File: src/rtl/pico_mem_bridge.sv
// Registered bridge from a picorv32-style valid/ready memory port to a tile-local
// enable/stall SRAM port, with range checking, a stall watchdog and sticky error capture.
module pico_mem_bridge #(
  parameter int                DATA_W      = 32,
  parameter int                ADDR_W      = 32,
  parameter int                RD_LATENCY  = 1,
  parameter logic [ADDR_W-1:0] ADDR_LIMIT  = 32'h0001_0000,
  parameter int                TIMEOUT_CYC = 255,
  parameter logic [DATA_W-1:0] ERR_RDATA   = 32'hDEAD_BEEF
) (
  input  logic                  clk_i,
  input  logic                  resetn_i,
  input  logic                  core_valid_i,
  input  logic                  core_instr_i,
  input  logic [ADDR_W-1:0]     core_addr_i,
  input  logic [DATA_W-1:0]     core_wdata_i,
  input  logic [DATA_W/8-1:0]   core_wstrb_i,
  output logic                  core_ready_o,
  output logic [DATA_W-1:0]     core_rdata_o,
  output logic                  mem_en_o,
  output logic [DATA_W/8-1:0]   mem_we_o,
  output logic [ADDR_W-1:0]     mem_addr_o,
  output logic [DATA_W-1:0]     mem_wdata_o,
  input  logic [DATA_W-1:0]     mem_rdata_i,
  input  logic                  mem_stall_i,
  output logic                  err_o,
  output logic [ADDR_W-1:0]     err_addr_o,
  output logic [1:0]            err_type_o,
  output logic                  err_instr_o,
  input  logic                  err_clr_i,
  output logic                  busy_o
);

  localparam int STRB_W = DATA_W / 8;
  localparam int WD_W   = (TIMEOUT_CYC > 1) ? $clog2(TIMEOUT_CYC) : 1;
  localparam logic [WD_W-1:0] WD_LAST  = WD_W'((TIMEOUT_CYC > 0) ? (TIMEOUT_CYC - 1) : 0);
  localparam bit              WD_EN    = (TIMEOUT_CYC > 0);
  localparam logic [1:0]      LAT_LOAD = 2'(RD_LATENCY - 1);
  localparam logic [1:0]      ERR_RANGE   = 2'b01;
  localparam logic [1:0]      ERR_TIMEOUT = 2'b10;

  typedef enum logic [1:0] {
    S_IDLE,
    S_ISSUE,
    S_WAIT,
    S_RESP
  } state_t;

  state_t              r_state;
  logic [ADDR_W-1:0]   r_addr;
  logic [DATA_W-1:0]   r_wdata;
  logic [STRB_W-1:0]   r_wstrb;
  logic                r_instr;
  logic [1:0]          r_latCnt;
  logic [WD_W-1:0]     r_wdogCnt;
  logic [DATA_W-1:0]   r_rdata;
  logic                r_err;
  logic [1:0]          r_errType;
  logic [ADDR_W-1:0]   r_errAddr;
  logic                r_errInstr;

  state_t              w_nextState;
  logic                w_outOfRange;
  logic                w_reqLoad;
  logic                w_rangeErr;
  logic                w_timeout;
  logic                w_accept;
  logic                w_capture;
  logic                w_errEvent;
  logic [1:0]          w_errKind;
  logic [ADDR_W-1:0]   w_errAddr;
  logic                w_errInstr;

  assign w_outOfRange = (core_addr_i >= ADDR_LIMIT);

  always_ff @(posedge clk_i or negedge resetn_i) begin
    if (!resetn_i) begin
      r_state <= S_IDLE;
    end else begin
      r_state <= w_nextState;
    end
  end

  // The watchdog is checked only after acceptance fails, so an unstalled cycle always wins.
  always_comb begin
    w_nextState = r_state;
    w_reqLoad   = 1'b0;
    w_rangeErr  = 1'b0;
    w_timeout   = 1'b0;
    w_accept    = 1'b0;
    w_capture   = 1'b0;
    case (r_state)
      S_IDLE: begin
        if (core_valid_i) begin
          w_reqLoad = 1'b1;
          if (w_outOfRange) begin
            w_rangeErr  = 1'b1;
            w_nextState = S_RESP;
          end else begin
            w_nextState = S_ISSUE;
          end
        end
      end
      S_ISSUE: begin
        if (!mem_stall_i) begin
          w_accept    = 1'b1;
          w_nextState = (|r_wstrb) ? S_RESP : S_WAIT;
        end else if (WD_EN && (r_wdogCnt == WD_LAST)) begin
          w_timeout   = 1'b1;
          w_nextState = S_RESP;
        end
      end
      S_WAIT: begin
        if (r_latCnt == 2'd0) begin
          w_capture   = 1'b1;
          w_nextState = S_RESP;
        end
      end
      S_RESP: begin
        w_nextState = S_IDLE;
      end
      default: begin
        w_nextState = S_IDLE;
      end
    endcase
  end

  always_ff @(posedge clk_i or negedge resetn_i) begin
    if (!resetn_i) begin
      r_addr  <= '0;
      r_wdata <= '0;
      r_wstrb <= '0;
      r_instr <= 1'b0;
    end else if (w_reqLoad) begin
      r_addr  <= core_addr_i;
      r_wdata <= core_wdata_i;
      r_wstrb <= core_wstrb_i;
      r_instr <= core_instr_i;
    end
  end

  // Outside ISSUE the watchdog sits at zero, which also resets it on every entry.
  always_ff @(posedge clk_i or negedge resetn_i) begin
    if (!resetn_i) begin
      r_wdogCnt <= '0;
      r_latCnt  <= 2'd0;
    end else begin
      if (r_state != S_ISSUE) begin
        r_wdogCnt <= '0;
      end else if (mem_stall_i) begin
        r_wdogCnt <= r_wdogCnt + WD_W'(1);
      end
      if (w_accept) begin
        r_latCnt <= LAT_LOAD;
      end else if ((r_state == S_WAIT) && (r_latCnt != 2'd0)) begin
        r_latCnt <= r_latCnt - 2'd1;
      end
    end
  end

  always_ff @(posedge clk_i or negedge resetn_i) begin
    if (!resetn_i) begin
      r_rdata <= '0;
    end else if (w_rangeErr || w_timeout) begin
      r_rdata <= ERR_RDATA;
    end else if (w_capture) begin
      r_rdata <= mem_rdata_i;
    end
  end

  always_comb begin
    w_errEvent = w_rangeErr | w_timeout;
    w_errKind  = w_rangeErr ? ERR_RANGE : ERR_TIMEOUT;
    w_errAddr  = w_rangeErr ? core_addr_i : r_addr;
    w_errInstr = w_rangeErr ? core_instr_i : r_instr;
  end

  // A fresh error on the clearing edge is latched in place of the acknowledged one.
  always_ff @(posedge clk_i or negedge resetn_i) begin
    if (!resetn_i) begin
      r_err      <= 1'b0;
      r_errType  <= 2'b00;
      r_errAddr  <= '0;
      r_errInstr <= 1'b0;
    end else if (w_errEvent && (!r_err || err_clr_i)) begin
      r_err      <= 1'b1;
      r_errType  <= w_errKind;
      r_errAddr  <= w_errAddr;
      r_errInstr <= w_errInstr;
    end else if (err_clr_i) begin
      r_err      <= 1'b0;
      r_errType  <= 2'b00;
    end
  end

  assign core_ready_o = (r_state == S_RESP);
  assign core_rdata_o = r_rdata;
  assign mem_en_o     = (r_state == S_ISSUE);
  assign mem_we_o     = (r_state == S_ISSUE) ? r_wstrb : '0;
  assign mem_addr_o   = r_addr;
  assign mem_wdata_o  = r_wdata;
  assign err_o        = r_err;
  assign err_type_o   = r_errType;
  assign err_addr_o   = r_errAddr;
  assign err_instr_o  = r_errInstr;
  assign busy_o       = (r_state != S_IDLE);

endmodule

File: config.mk
export PLATFORM = sky130hd
export DESIGN_NAME = pico_mem_bridge
export DESIGN_NICKNAME = d
export VERILOG_FILES = /design/src/rtl/pico_mem_bridge.sv
export SDC_FILE = /design/constraint.sdc
export NUM_CORES = 1
export LEC_CHECK = 0
export CORE_MARGIN = 1
export CORE_UTILIZATION = 29
export CTS_CLUSTER_DIAMETER = 100
export DETAILED_ROUTE_END_ITERATION = 6
export DONT_BUFFER_PORTS = 1
export SYNTH_ARGS = -nofsm -noshare
export SYNTH_HDL_FRONTEND = slang
export SYNTH_SLANG_ARGS = --single-unit
File: constraint.sdc
create_clock -name clk_i -period 2.8 [get_ports clk_i]
set_input_delay 0.28 -clock clk_i [delete_from_list [all_inputs] [get_ports clk_i]]
set_output_delay 0.28 -clock clk_i [all_outputs]
set_load 0.02 [all_outputs]
==> impl_metrics.tcl, run 1 <==
set metrics [dict create \
    status "finished, violations left" \
    failed_checks "negative hold slack" \
    clkPwrFrac_pct 25.7 \
    via_count 4984 \
    cp.required_ns 3.10 \
    numPortBuffers 0 \
    n_fill_cell 2037 \
    p_sw_share_pct 42.6 \
    worstMarginPinSlew_ns 0.715 \
    yosys_warnings 0 \
    ios 245 \
    r2r-start "r_wdogCnt[3]" \
    drt_iter0_markers 210 \
    ctsHoldBuffers 100 \
    drc 0 \
    cp_slowest_cell "nor3_1" \
    die_w_um 149 \
    avgSynthCellArea_um2 9.63 \
    grt_pass1_wl_mm 27.2 \
    maxCapViolCount 0 \
    pwr-share-seq_pct 51.6 \
    slew_headroom_pct 52.3 \
    start_util_pct 29.6 \
    intPower_mw 5.50 \
    firstDrtPassIters 4 \
    clk_latency_ns 0.42 \
    reg2reg_depth 5 \
    setup_tns_ns 0 \
    slew_viol_final 0 \
    fmax_mhz 461 \
    avgRoutedWirePerCell_um 17.0 \
    utilization_pct 38.9 \
    irDropWorstVdd_mv 0.501 \
    die_area_mm2 0.0221 \
    core_area_mm2 0.0211 \
    synth_edf_count 0 \
    synth_area_leader_cell "dfrtp_1" \
    cts_resized 0 \
    crit_chain "nand4_1 -> nor3_1 -> o21ai_2 -> buf_4 -> a221o_1" \
    netlist_top_cells_count "281 x nand2_1, 149 x dfrtp_1, 26 x clkbuf_1, 26 x nand3_1, 20 x nor3_1" \
    grt_pass1_vias 5114 \
    hold_viol 149 \
    grt_max_degree 150 \
    synth_area_leaders "dfrtp_1 60%, nand2_1 17%, o221a_2 2.9%, a221o_1 2.7%, nand3_1 2.1%" \
    grt_usage_pct 15.9 \
    r2r-end "err_addr_o[11]" \
    period_needed_ns 2.17 \
    p_comb_share_pct 22.7 \
    cts_setup_buffers 0 \
    synth_flop_cell "dfrtp_1" \
    async_reset_ff_share_pct 100 \
    worstSetupStartpoint "r_wdogCnt[3]" \
    synth.top_cell.area_share_pct 59.7 \
    clkTransAtPathRegs_ns 0.07 \
    cts.sinks 149 \
    dp_hpwl_mm 11.2 \
    worst_ep_arrival_time_ns 2.47 \
    routed_wl_mm 17.6 \
    cp-start-kind "flop" \
    area_growth_pct 31.4 \
    clk_path_buf_depth 2 \
    root_buffer "clkbuf_16" \
    cts_tree "done" \
    hold_path_class "primary input to asynchronous set/reset pin" \
    finalClockSkew_ns 0.0172 \
    routabilityCongestion 0.776 \
    postRouteAntennaNets 0 \
    max_stage_delay_ns 0.67 \
    synth_cells 649 \
    ys_ff_latch 149 \
    die_h_um 149 \
    core.rowCount 53 \
    cp_max_fo 17 \
    antenna_found_initial 0 \
    yosysUniqueCellTypes 38 \
    finalNetCount 858 \
    synth_area_mm2 0.00625 \
    timing.hold.ws_ns -0.451 \
    critPathKind "flop to flop" \
    reg2reg_setup_slack_ns 0.63 \
    fin_crit_sh_pct 77.5 \
    grt_overflow 0 \
    viasPerCell 4.83 \
    end_kind "flop" \
    yosysMostFrequentCell "nand2_1" \
    p_leak_nw 3.86 \
    cts_made_buffers 17 \
    timing.critical_path.to "err_addr_o[11]" \
    yosysSeqAreaShare_pct 59.7 \
    htreeDepth 4 \
    switchingPower_mw 4.08 \
    diodes 0 \
    grt_setup_unrepaired "no" \
    drive_gt1_share_pct 9.64 \
    syn-num-nets 763 \
    p_per_area_mw_per_mm2 1170 \
    finalSetupViolations 0 \
]
==> metal layers <==
metal	GRT usage [%]	wire (um)	vias up
li1	-	-	2365
met1	18.5	7160	2387
met2	26.9	8650	209
met3	5.81	1420	23
met4	5.92	335	0
met5	0	0	-
==> through the flow <==
stage / area [um2] / hold slack [ns] / std cells / power [mW] / setup slack [ns]
after detailed placement: 6570 / -0.0126 / 900 / 7.07 / 0.518
after floorplan: 6250 / -0.0156 / 649 / 6.35 / 0.496
after global routing: 8210 / -0.476 / 1032 / 10.2 / 0.401
after CTS: 8210 / -0.466 / 1032 / 9.69 / 0.609
final: 8210 / -0.451 / 1032 / 9.58 / 0.629
after global placement: 6570 / -0.0117 / 900 / 6.99 / 0.527
==> how the worst min path moves through the flow <==
stage / to / slack, ns / cells after the start
finish: mem_wdata_o[4] / -0.45 / 0
global route: mem_wdata_o[4] / -0.48 / 0
CTS: r_wstrb[3] / -0.47 / 0
detailed placement: mem_wdata_o[4] / -0.01 / 0
global placement: mem_wdata_o[4] / -0.01 / 0
floorplan: core_rdata_o[0] / -0.02 / 0
==> cell type report <==
class	instances	area (um2)	share of cell area [%]
well taps	275	344	4.19
inverters	7	26.3	0.320
multi-input cells	456	2360	28.8
repair buffers	113	1110	13.5
clock buffers	17	425	5.18
flip-flops and latches	149	3730	45.4
clock inverters	15	213	2.59
==> flip-flops by register name, summed over array words and instances (netlist names) <==
name          cells
r_wdogCnt         8
err_addr_o       32
err_o             1
r_state           2
mem_addr_o       32
err_instr_o       1
core_rdata_o     32
r_latCnt          2
err_type_o        2
r_instr           1
mem_wdata_o      32
r_wstrb           4
==> logic make-up (layout without fill, tap and decap cells) <==
kind of cell    Yosys count  count (layout)  share of synthesized area (%)
simple gates            380             380                           26.5
flops                   149             149                           59.7
compound gates           62              62                           8.49
buf+inv                  44             152                           2.88
fa+ha+maj                 8               8                           1.60
xor+xnor                  6               6                          0.841
==> power by group through the flow <==
stage	sequential (mW)	combinational, mW	clock, mW
finish	4.94	2.18	2.46
global placement	4.97	2.02	0
floorplan	4.67	1.68	0
detailed placement	4.96	2.10	0
global route	5.07	2.50	2.63
CTS	4.95	2.20	2.55
==> placed cells by master, fill, tap and decap left out, drive strengths merged, types with 16 or more instances in the layout <==
master / n
dlygate4sd3: 100
o221a: 16
clkbuf: 17
nand3: 27
nand2: 281
dfrtp: 149
nor3: 20
a221o: 17
or3: 19
==> worst max-delay path, delay by kind of cell (launching register included) <==
family	cells	cell delay, ns
AO/OA/AOI/OAI	2	0.44
AND/OR/NAND/NOR	2	0.97
flip-flops	1	0.42
buffers and inverters	1	0.22
Power figures use the tool's default switching activity.
==> inputs of run 2 (changes only) <==
Settings changed: ABC_AREA from default to 1.
Clock period 2.8 ns to 2.15 ns, I/O delays scaled along.
==> run 2 against run 1 <==
  * The run still ends with negative hold slack left
  * Setup slack got worse by 0.30 ns
  * Synthesized cell count grew 22%
  * Power rose by 34%
  * Clock-buffer cell count increased by 4
==> impl_metrics.tcl, run 2 <==
set metrics [dict create \
    core_area_mm2 0.0219 \
    synth_flop_cell "dfrtp_1" \
    routed_wl_mm 18.7 \
    cts.sinks 149 \
    final_common_cell "nand2_1" \
    die_w_um 151 \
    p_leak_nw 4.25 \
    clk_latency_ns 0.42 \
    die_area_mm2 0.0229 \
    p_sw_share_pct 44.6 \
    r2r-end "core_rdata_o[0]" \
    fmax_mhz 548 \
    synth_cells 792 \
    firstDrtPassIters 4 \
    yosysMostFrequentCell "nand2_1" \
    hold_path_class "primary input to asynchronous set/reset pin" \
    slew_headroom_pct 45.4 \
    cp_slowest_cell "dfrtp_1" \
    yosys.area_share.simple_pct 32.1 \
    drive_gt1_share_pct 6.03 \
    grt_max_degree 150 \
    status "finished, violations left" \
    reg2reg_setup_slack_ns 0.32 \
    ys_ff_latch 149 \
    place_ws_ns 0.323 \
    netlist_top_cells_count "421 x nand2_1, 149 x dfrtp_1, 61 x nand3_1" \
    clk_path_buf_depth 2 \
    grt_pass1_vias 5241 \
    max_stage_delay_ns 0.41 \
    grt_pass1_wl_mm 27.9 \
    synth-compound-area-share_pct 4.04 \
    postRouteAntennaNets 0 \
    intPower_mw 7.11 \
    synth_area_leader_cell "dfrtp_1" \
    drc 0 \
    end_kind "flop" \
    r2r-start "r_state[1]" \
    cts_tree "done" \
    failed_checks "negative hold slack" \
    n_fill_cell 2167 \
    finalSetupViolations 0 \
    synth_fa_ha_area_share_pct 1.54 \
    clkPwrFrac_pct 24.1 \
    routabilityCongestion 0.740 \
    root_buffer "clkbuf_16" \
    fin_crit_sh_pct 84.9 \
    timing.hold.ws_ns -0.515 \
    muxShareOfSynthArea_pct 0.154 \
    pwr-share-seq_pct 50.3 \
    cts_setup_buffers 0 \
    irDropWorstVdd_mv 0.603 \
    grt_usage_pct 16.0 \
    switchingPower_mw 5.73 \
    drt_iter0_markers 268 \
    final_cell_mix "420 x nand2_1, 149 x dfrtp_1, 100 x dlygate4sd3_1" \
    synth_edf_count 0 \
    viasPerCell 4.64 \
    yosysSeqAreaShare_pct 57.6 \
    cp-start-kind "flop" \
    synth-xor-area-share_pct 0 \
    synth.top_cell.area_share_pct 57.6 \
    ios 245 \
    slew_viol_final 0 \
    utilization_pct 38.0 \
    cts_made_buffers 17 \
    finalNetCount 996 \
    async_reset_ff_share_pct 100 \
    grt_setup_unrepaired "no" \
    p_per_area_mw_per_mm2 1540 \
    cp_max_fo 25 \
    yosys_warnings 0 \
    syn-num-nets 906 \
    avgRoutedWirePerCell_um 15.9 \
    worst_ep_arrival_time_ns 2.08 \
    hold_viol 149 \
    yosysUniqueCellTypes 27 \
    critPathKind "flop to flop" \
    fin_ws_ns 0.324 \
    die_h_um 151 \
    via_count 5457 \
    finalClockSkew_ns 0.0184 \
    synth_top_family_by_area "simple AND/OR/NAND/NOR gates" \
    start_util_pct 29.6 \
    area_growth_pct 28.5 \
    htreeDepth 4 \
    p_comb_share_pct 25.6 \
    diodes 0 \
    cp.required_ns 2.41 \
    core.rowCount 54 \
    clkTransAtPathRegs_ns 0.06 \
    numPortBuffers 0 \
    worstMarginPinSlew_ns 0.819 \
    period_needed_ns 1.83 \
    antenna_found_initial 0 \
    avgSynthCellArea_um2 8.18 \
    dp_hpwl_mm 11.4 \
    synth_area_leaders "dfrtp_1 58%, nand2_1 24%, nand3_1 4.7%, a21oi_1 1.8%, nor2_1 1.6%" \
    crit_chain "inv_1 -> ha_1 -> nand2_2 -> inv_2 -> nand2_2 -> nand2_4 -> inv_2 -> o21ai_0" \
    reg2reg_depth 8 \
    grt_overflow 0 \
    synth_area_mm2 0.00648 \
    maxCapViolCount 0 \
    setup_tns_ns 0 \
]
run 2: changes by cell type in the layout (fill, tap and decap cells not counted), sizes merged, moves of 17 or more:
cell	delta
nand2	+145
nand3	+34
nor2	+25
or3	-19
a221o	-17
run 2: metal layers:
layer | global-route usage (%) | wire [um]
met5 | 0 | 0
met4 | 5.65 | 291
met3 | 6.38 | 1780
met2 | 25.8 | 8730
met1 | 19.4 | 7940
run 2: power by group through the flow:
stage	Clock, mW	Combinational, mW	Sequential (mW)
5_1_grt	3.31	3.82	6.64
3_5_place_dp	0	3.14	6.48
6_report	3.09	3.29	6.46
4_1_cts	3.17	3.29	6.46
3_3_place_gp	0	3.04	6.50
2_1_floorplan	0	2.56	6.12
run 2: how the worst max path moves through the flow:
| stage | endpoint | startpoint |
|---|---|---|
| floorplan | err_addr_o[0] | r_state[1] |
| global placement | err_type_o[0] | r_state[1] |
| detailed placement | err_addr_o[12] | r_state[0] |
| CTS | err_addr_o[9] | r_state[0] |
| global route | err_addr_o[27] | r_state[1] |
| finish | core_rdata_o[0] | r_state[1] |
run 2: cell type report:
type	instances	area, um2	share of cell area (%)
Tap cell	280	350	4.21
Timing Repair Buffer	112	1100	13.3
Inverter	24	90.1	1.08
Multi-Input combinational cell	578	2450	29.5
Clock buffer	21	450	5.41
Sequential cell	149	3730	44.8
Clock inverter	11	150	1.80
run 2: kinds of logic after synthesis:
group | Yosys count
AO/OA/AOI/OAI | 47
adder cells (fa/ha/maj) | 8
buffers and inverters | 65
flip-flops | 149
multiplexers | 1
AND/OR/NAND/NOR | 522
run 2: stage by stage:
| stage | total power, mW | hold slack (ns) | area [um2] | instances |
|---|---|---|---|---|
| 2_1_floorplan | 8.68 | -0.0806 | 6480 | 792 |
| 3_3_place_gp | 9.54 | -0.0779 | 6730 | 1043 |
| 3_5_place_dp | 9.62 | -0.0779 | 6730 | 1043 |
| 4_1_cts | 12.9 | -0.530 | 8320 | 1174 |
| 5_1_grt | 13.8 | -0.542 | 8330 | 1175 |
| 6_report | 12.8 | -0.515 | 8330 | 1175 |
run 2: timing repair:
action,CTS,global route
endpoints found under the hold margin,249,150
gates resized for setup,0,0
hold buffers,99,1
run 2: worst max-delay path: cells and delay by family, from the launching register on:
kind / cells / cell delay [ns]
flops: 1 / 0.41
buf+inv: 3 / 0.50
compound gates: 1 / 0.19
simple gates: 3 / 0.35
fa+ha+maj: 1 / 0.22
==> inputs of run 3 (changes only) <==
Clock period 2.15 ns to 1.6 ns, I/O delays scaled along.
==> run 3 against run 2 <==
  * Final area rose by 11%
  * Power rose by 48%
  * Clock power rose by 35%
  * Largest cell class unchanged
  * Sequential share of layout area fell by 4.3 points
  * Setup slack got worse by 0.32 ns
  * Combinational power rose by 88%
  * Global-route usage rose by 1.1 points
  * Via count rose by 3.7%
  * Sequential cell count did not move
  * The flow still finishes with violations (negative hold slack)
  * Clock skew fell by 0.0052 ns
  * Fmax rose by 15%
  * Clock-buffer cell count fell by 1
==> impl_metrics.tcl, run 3 (synthesis gave the netlist of run 2 again) <==
set metrics [dict create \
    status "finished, violations left" \
    failed_checks "negative hold slack" \
    firstDrtPassIters 6 \
    via_count 5660 \
    grt_pass1_vias 5685 \
    finalInstanceArea_mm2 0.00921 \
    place_ws_ns -0.00384 \
    hold_path_class "primary input to asynchronous set/reset pin" \
    hold_viol 149 \
    die_h_um 151 \
    cts.sinks 149 \
    clkTransAtPathRegs_ns 0.07 \
    fmax_mhz 628 \
    avgRoutedWirePerCell_um 16.7 \
    core.rowCount 54 \
    start_util_pct 29.6 \
    ios 245 \
    p_per_area_mw_per_mm2 2060 \
    grt_usage_pct 17.1 \
    cp.required_ns 1.96 \
    slew_viol_final 0 \
    cp-start-kind "flop" \
    fin_crit_sh_pct 99.5 \
    final_cell_mix "376 x nand2_1, 149 x dfrtp_1, 103 x dlygate4sd3_1" \
    slew_headroom_pct 74.2 \
    end_kind "flop" \
    period_needed_ns 1.59 \
    p_leak_nw 4.67 \
    worst_ep_arrival_time_ns 1.96 \
    htreeDepth 4 \
    maxCapViolCount 0 \
    critPathTopFamily "buffers and inverters" \
    ctsHoldBuffers 103 \
    grt_setup_unrepaired "yes" \
    drive_gt1_share_pct 16.0 \
    drt_iter0_markers 263 \
    critPathKind "flop to flop" \
    n_fill_cell 2093 \
    diodes 0 \
    grt_overflow 0 \
    cp_max_fo 10 \
    cts_made_buffers 17 \
    fin_ws_ns 0.00773 \
    finalNetCount 1036 \
    grt_max_degree 150 \
    routabilityCongestion 0.790 \
    die_w_um 151 \
    viasPerCell 4.66 \
    p_total_mw 19.0 \
    cp_slowest_cell "dfrtp_1" \
    grt_pass1_wl_mm 29.4 \
    root_buffer "clkbuf_16" \
    numPortBuffers 0 \
    final_common_cell "nand2_1" \
    setup_tns_ns 0 \
    place_area_mm2 0.00705 \
    worstMarginPinSlew_ns 0.384 \
    max_stage_delay_ns 0.38 \
    routed_wl_mm 20.3 \
    irDropWorstVdd_mv 0.800 \
    timing.hold.ws_ns -0.569 \
    crit_chain "inv_2 -> ha_4 -> nand2_2 -> nor2_2 -> nand2_2 -> nor2_4 -> inv_2 -> a21boi_4 -> buf_12 -> buf_12 -> nand2_1 -> nand2_1" \
    cts_tree "done" \
    clk_path_buf_depth 2 \
    postRouteAntennaNets 0 \
    core_area_mm2 0.0219 \
    crit_buf_inv 4 \
    clk_latency_ns 0.42 \
    antenna_found_initial 0 \
    finalSetupViolations 0 \
    finalClockSkew_ns 0.0132 \
    utilization_pct 42.1 \
    die_area_mm2 0.0229 \
    dp_hpwl_mm 11.7 \
    drc 0 \
    area_growth_pct 42.1 \
]
run 3: cell count changes in the layout (fill, tap and decap cells not counted), sizes merged:
| cell | change |
|---|---|
| clkinv | +3 |
| inv | -1 |
| clkbuf | +1 |
| clkinvlp | -1 |
| buf | +34 |
| dlygate4sd3 | +3 |
| bufbuf | +1 |
run 3: layout make-up:
class	instances	area (um2)	share of cell area [%]
repair buffers	152	1770	19.2
clock inverters	12	153	1.66
multi-input cells	578	2660	28.8
flip-flops and latches	149	3730	40.5
inverters	24	95.1	1.03
well taps	280	350	3.80
clock buffers	20	457	4.96
run 3: per-stage QoR:
stage          std cells  hold WS [ns]
6_report            1215        -0.569
4_1_cts             1210        -0.594
3_5_place_dp        1065        -0.133
5_1_grt             1215        -0.596
2_1_floorplan        792        -0.136
3_3_place_gp        1065        -0.133
run 3: final timing paths:
kind	from	slack [ns]	to	depth (start not counted)
min in group clk_i	mem_stall_i	0.05	r_wdogCnt[2]	3
min	resetn_i	-0.57	core_rdata_o[28]	0
max	r_wdogCnt[0]	0.008	err_addr_o[14]	12
max reg2reg	r_wdogCnt[0]	0.008	err_addr_o[14]	12
max in group asynchronous	resetn_i	1.97	mem_wdata_o[13]	0
min reg2reg	r_wdogCnt[6]	0.47	r_wdogCnt[6]	1
run 3: what timing repair did:
item                                    4_1_cts  5_1_grt
endpoints found under the setup margin        8       51
gates resized for setup                      27       59
setup buffers                                 6        3
gates cloned                                  4        2
pin swaps                                     4       12
endpoints found under the hold margin       285      149
run 3: where the power goes:
group          internal, mW  leakage, nW  total, mW  switching, mW
registers              5.41         1.84       8.64           3.24
clock network          2.54        0.300       4.17           1.63
logic                  2.78         2.53       6.19           3.41
run 3: routing by layer:
metal | global-route usage (%) | wire length [um] | part of all wire (%) | up-vias
li1 | - | - | - | 2731
met1 | 19.6 | 8280 | 41 | 2633
met2 | 28.9 | 9550 | 47 | 263
met3 | 6.50 | 1990 | 9.8 | 33
met4 | 6.10 | 433 | 2.1 | 0
met5 | 0 | 0 | 0 | -
